<file path="config.mk">
export PLATFORM = sky130hd
export DESIGN_NAME = pattern_bit_serializer
export DESIGN_NICKNAME = d
export VERILOG_FILES = /design/src/rtl/pattern_pkg.sv /design/src/rtl/pattern_word_fifo.sv /design/src/rtl/pattern_bit_serializer.sv
export SDC_FILE = /design/constraint.sdc
export NUM_CORES = 1
export LEC_CHECK = 0
export CAP_MARGIN = 20
export CORE_UTILIZATION = 35
export DETAILED_ROUTE_END_ITERATION = 10
export RECOVER_POWER = 50
export SLEW_MARGIN = 10
export SYNTH_ARGS = -nofsm -noshare
export SYNTH_HDL_FRONTEND = slang
export SYNTH_SLANG_ARGS = --single-unit
</file>
<file path="constraint.sdc">
create_clock -name clk -period 7.07 [get_ports clk]
set_input_delay 1.0605 -clock clk [delete_from_list [all_inputs] [get_ports clk]]
set_output_delay 1.0605 -clock clk [all_outputs]
set_load 0.02 [all_outputs]
</file>
<file path="src/rtl/pattern_pkg.sv">
// Shared types and helpers for the pattern serializer and detector blocks.
package pattern_pkg;

  localparam int DEFAULT_WIDTH = 8;
  localparam int DEFAULT_DEPTH = 4;

  localparam logic [4:0] DEFAULT_PATTERN = 5'b01101;

  typedef enum logic {
    IDLE  = 1'b0,
    SHIFT = 1'b1
  } state_t;

  function automatic int len_width(input int w);
    return $clog2(w + 1);
  endfunction

  // A zero or oversized length means "the whole word".
  function automatic int unsigned clamp_len(input int unsigned len, input int unsigned width);
    return (len == 0 || len > width) ? width : len;
  endfunction

endpackage

</file>
<file path="src/rtl/pattern_word_fifo.sv">
// Synchronous FIFO holding {word, effective_len} entries for the serializer.
module pattern_word_fifo #(
  parameter int W     = 12,
  parameter int DEPTH = 4
) (
  input  logic                         clk,
  input  logic                         rst,
  input  logic                         push,
  input  logic [W-1:0]                 push_data,
  input  logic                         pop,
  output logic [W-1:0]                 pop_data,
  output logic                         full,
  output logic                         empty,
  output logic [$clog2(DEPTH+1)-1:0]   count
);
  localparam int AW = $clog2(DEPTH);
  localparam int CW = $clog2(DEPTH + 1);

  logic [W-1:0]  mem [DEPTH];
  logic [AW-1:0] wr_ptr, rd_ptr;
  logic          do_push, do_pop;

  assign full     = (count == CW'(DEPTH));
  assign empty    = (count == '0);
  assign do_push  = push && !full;
  assign do_pop   = pop && !empty;
  assign pop_data = mem[rd_ptr];

  always_ff @(posedge clk) begin
    if (do_push) mem[wr_ptr] <= push_data;
  end

  // Pointers wrap naturally because DEPTH is a power of two.
  always_ff @(posedge clk or posedge rst) begin
    if (rst) begin
      wr_ptr <= '0;
      rd_ptr <= '0;
      count  <= '0;
    end else begin
      if (do_push) wr_ptr <= wr_ptr + AW'(1);
      if (do_pop)  rd_ptr <= rd_ptr + AW'(1);
      case ({do_push, do_pop})
        2'b10:   count <= count + CW'(1);
        2'b01:   count <= count - CW'(1);
        default: count <= count;
      endcase
    end
  end

endmodule

</file>
<file path="src/rtl/pattern_bit_serializer.sv">
// Buffers parallel words and shifts them out MSB-first as a registered bit stream.
module pattern_bit_serializer
  import pattern_pkg::*;
#(
  parameter int WIDTH = DEFAULT_WIDTH,
  parameter int DEPTH = DEFAULT_DEPTH
) (
  input  logic                          clk,
  input  logic                          rst,
  input  logic [WIDTH-1:0]              word_i,
  input  logic [len_width(WIDTH)-1:0]   len_i,
  input  logic                          word_valid_i,
  output logic                          word_ready_o,
  input  logic                          hold_i,
  output logic                          d_o,
  output logic                          v_o,
  output logic                          sof_o,
  output logic                          busy_o
);
  localparam int LENW = len_width(WIDTH);
  localparam int CW   = $clog2(DEPTH + 1);

  state_t             state;
  logic [WIDTH-1:0]   shreg, pop_word;
  logic [LENW-1:0]    remaining, pop_len, len_eff;
  logic               first, pop, full, empty;
  logic [CW-1:0]      count;
  logic [WIDTH+LENW-1:0] pop_data;

  assign len_eff      = LENW'(clamp_len(32'(len_i), WIDTH));
  assign word_ready_o = !full;
  assign {pop_word, pop_len} = pop_data;

  // Pop on load from IDLE, or on the last bit so words chain with no bubble.
  assign pop = !empty && ((state == IDLE) ||
                          (state == SHIFT && !hold_i && remaining == LENW'(1)));

  assign busy_o = (count != '0) || (state == SHIFT) || v_o;

  pattern_word_fifo #(.W(WIDTH + LENW), .DEPTH(DEPTH)) u_fifo (
    .clk       (clk),
    .rst       (rst),
    .push      (word_valid_i),
    .push_data ({word_i, len_eff}),
    .pop       (pop),
    .pop_data  (pop_data),
    .full      (full),
    .empty     (empty),
    .count     (count)
  );

  always_ff @(posedge clk or posedge rst) begin
    if (rst) begin
      state     <= IDLE;
      shreg     <= '0;
      remaining <= '0;
      first     <= 1'b0;
      d_o       <= 1'b0;
      v_o       <= 1'b0;
      sof_o     <= 1'b0;
    end else begin
      case (state)
        IDLE: begin
          v_o   <= 1'b0;
          sof_o <= 1'b0;
          if (pop) begin
            shreg     <= pop_word;
            remaining <= pop_len;
            first     <= 1'b1;
            state     <= SHIFT;
          end
        end
        SHIFT: begin
          if (hold_i) begin
            v_o   <= 1'b0;
            sof_o <= 1'b0;
          end else begin
            d_o   <= shreg[WIDTH-1];
            v_o   <= 1'b1;
            sof_o <= first;
            first <= 1'b0;
            if (remaining == LENW'(1)) begin
              if (pop) begin
                shreg     <= pop_word;
                remaining <= pop_len;
                first     <= 1'b1;
              end else begin
                state <= IDLE;
              end
            end else begin
              shreg     <= shreg << 1;
              remaining <= remaining - LENW'(1);
            end
          end
        end
        default: state <= IDLE;
      endcase
    end
  end

endmodule

</file>
==> metrics <==
PostCTS Resize Cnt=0; Hold-fix buffers, CTS=0; vias per cell=4.91; initial antenna violation count=0; Seq cells post-synth=72; clock slew at the register clock pins of the worst setup and hold paths=0.08 ns; crit-path cells=dlygate4sd3_1, or4b_1, a21o_4, clkinv_4, ha_1, inv_1, fa_1, xor2_1, nor2_1, xor2_1; vias in the first global route=1,578; CP dominant cell by count=xor2_1; number of remaining DRC errors=0; DRT antenna net count=0; fill count=776; CP required=7.34 ns; Crit Path Class=in2reg; gr ovfl total=0; Final Max Slew Viols=0; Top delay family on crit path=buffers and inverters; overall power=1.33 mW; Mapped Area=3050 sq um; worst r2r src=remaining[1]; Ant. Diodes=0; RD Place Congestion=0.804; placed cell count=300; Die ar.=9080 sq um; Synth Flop Type=edfxtp_1; GRT Total Usage=12.9%; Initial Util=36.5%; period utilisation layout=46.9%; Startpoint Class=input pin; FF-to-FF setup slack=4.49 ns; die height=95.3 um; worst path bufs/invs=3; Slew @ Worst Pin=0.887 ns; R2R depth=11; Hold Path End=sof_o; MaxCap Viol Count=0; Avg WL per Cell=15.3 um; Worst setup EP type=register; Cell Rows=33; reg-to-reg critical path endpoint=u_fifo.count[2]; Setup Buffers After CTS=0; Area growth syn-to-layout=15.5%; DRT Wirelength=4840 um; CTS tree=built; footprint of the multi-input gates=893 sq um; final non-filler cell total=316; First-pass DRT Iterations=4; met1 GRT Util=17.4%; CP arrival=3.59 ns; FFs w/ async S/R, synth=33.3%; Tmin final=3.31 ns; HP Start=first; clk_lat worst skew=0.35 ns; syn_nets=206; sequential area share after synthesis=67.0%; simple-gate share of the synthesized area=7.64%; clk sinks=72; Yosys cell types=40; post-layout net count=230; Mapped Cells=182; commonest non-fill, non-tap cell in the layout=edfxtp_1; post-synthesis mux area share=9.86%; 1st-iter DRT viols=54; clock buffer depth=2; RSZ-0062 raised after global routing=no; worst min path class=reg2reg; Critical Path Max Stage Delay=0.61 ns; xor and xnor fraction of the mapped netlist area=1.97%; number of synthesized flops with an enable pin=48; Inserted Clock Buffers=9; largest net degree at the start of global routing=25; DP Wirelength=3200 um; worst clock skew=0.0104 ns; Slowest cell on crit path=dlygate4sd3_1; core area=8340 sq um; first-pass GRT wire length=8250 um; post-synthesis adder-cell area fraction=3.53%; final setup fails=0; layout cells sized above 1=16.6%; Die W=95.3 um; run status=finished, final reports clean; syn avg cell area=16.7 sq um; Min-Delay Path Depth=2; M3 GR Usage=5.02%; achievable frequency=0.302 GHz; Power per Cell Area=379 nW/um^2; via count=1,551; crit-path max FO=12; gr busiest metal=met2; Setup TNS=0 ns; met2 usage=19.0%; Storage cell area=2040 sq um; CTS H-Tree Depth=3; Slew Limit Headroom=40.8%; leak pwr=1.32 nW; main combinational cell family by area after synthesis=multiplexers; worst vdd ir=0.000149 V; most frequent cells in the layout=edfxtp_1 (48), dfrtp_1 (24), dlygate4sd3_1 (14); compound-gate portion of the synthesized area=6.45%; PortBufs=20; # IOs=21; Final Hold Viols=0; Root Buffer Master=clkbuf_8; Synth warnings=0
==> area by class of cell <==
cell class,instances,share of cell area [%]
clock buffers,9,3.52
clock inverters,7,2.20
inverters,12,1.42
multi-input cells,91,25.4
flip-flops and latches,72,58.0
well taps,105,3.73
repair buffers,20,5.69
==> per-layer routing <==
metal,vias up,wire length [um]
met4,0,46
met2,29,2170
li1,742,-
met3,5,195
met1,775,2420
met5,-,0
==> state kept, by name, summed over array words and instances (netlist names) <==
name           cells
u_fifo.wr_ptr      2
sof_o              1
first              1
u_fifo.count       3
remaining          4
u_fifo.mem        48
d_o                1
state              1
shreg              8
u_fifo.rd_ptr      2
v_o                1
==> kinds of logic after synthesis <==
| logic type | count (synthesis) |
|---|---|
| adders and majority gates | 8 |
| buffers and inverters | 19 |
| and+or+nand+nor | 38 |
| muxes | 14 |
| DFF | 72 |
| xor gates and xnor gates | 6 |
| AOI/OAI and AO/OA | 25 |
==> cells in the mapped netlist (2+ instances only) <==
| master | n | area [sq um] |
|---|---|---|
| dfrtp_1 | 24 | 601 |
| nand3_1 | 2 | 10.0 |
| edfxtp_1 | 48 | 1440 |
| a221o_1 | 8 | 80.1 |
| xnor2_1 | 3 | 26.3 |
| and2_1 | 9 | 56.3 |
| nor2b_1 | 4 | 25.0 |
| nor2_1 | 3 | 11.3 |
| mux4_1 | 2 | 52.6 |
| a22o_1 | 2 | 17.5 |
| inv_1 | 11 | 41.3 |
| mux4_2 | 10 | 225 |
| ha_1 | 7 | 87.6 |
| a21oi_1 | 6 | 30.0 |
| nand2_1 | 5 | 18.8 |
| o21ai_0 | 5 | 25.0 |
| mux2_2 | 2 | 22.5 |
| and3_1 | 4 | 25.0 |
| nor3_1 | 2 | 10.0 |
| or3_1 | 3 | 18.8 |
| buf_6 | 2 | 22.5 |
| xor2_1 | 2 | 17.5 |
==> metrics by stage <==
| step | hold slack [ns] | cell area, sq um | util, % | setup slack (ns) |
|---|---|---|---|---|
| finish | 0.506 | 3520 | 42.2 | 3.76 |
| global route | 0.534 | 3520 | 42.2 | 3.61 |
| CTS | 0.515 | 3520 | 42.2 | 3.90 |
| detailed placement | 0.495 | 3320 | 39.8 | 3.52 |
| global placement | 0.485 | 3320 | 39.8 | 3.60 |
| floorplan | 0.457 | 3050 | - | 4.10 |
==> worst register-to-register path: stages, from the launching register on <==
cell and delay [ns]:
dfrtp_1 0.40, inv_1 0.09, ha_1 0.16, or4b_1 0.48, a21o_4 0.27, clkinv_4 0.08, ha_1 0.18, inv_1 0.06
fa_1 0.37, xor2_1 0.15, nor2_1 0.11, xor2_1 0.16
==> power by group <==
| part | leakage, nW | internal [mW] | total, mW | switching (mW) |
|---|---|---|---|---|
| Clock | 0.101 | 0.167 | 0.332 | 0.165 |
| Sequential | 0.739 | 0.567 | 0.660 | 0.0922 |
| Combinational | 0.483 | 0.182 | 0.342 | 0.160 |
| Total | 1.32 | 0.916 | 1.33 | 0.417 |
==> how the worst max path moves through the flow <==
| stage | start | to | slack, ns | cells after the start |
|---|---|---|---|---|
| 4_1_cts | hold_i | u_fifo.count[2] | 3.90 | 10 |
| 3_5_place_dp | hold_i | u_fifo.count[2] | 3.52 | 10 |
| 5_1_grt | hold_i | u_fifo.count[2] | 3.61 | 10 |
| 2_1_floorplan | hold_i | u_fifo.count[2] | 4.10 | 10 |
| 6_report | hold_i | u_fifo.count[2] | 3.76 | 10 |
| 3_3_place_gp | hold_i | u_fifo.count[2] | 3.60 | 10 |
No activity file was read; power rests on OpenSTA's default activity.
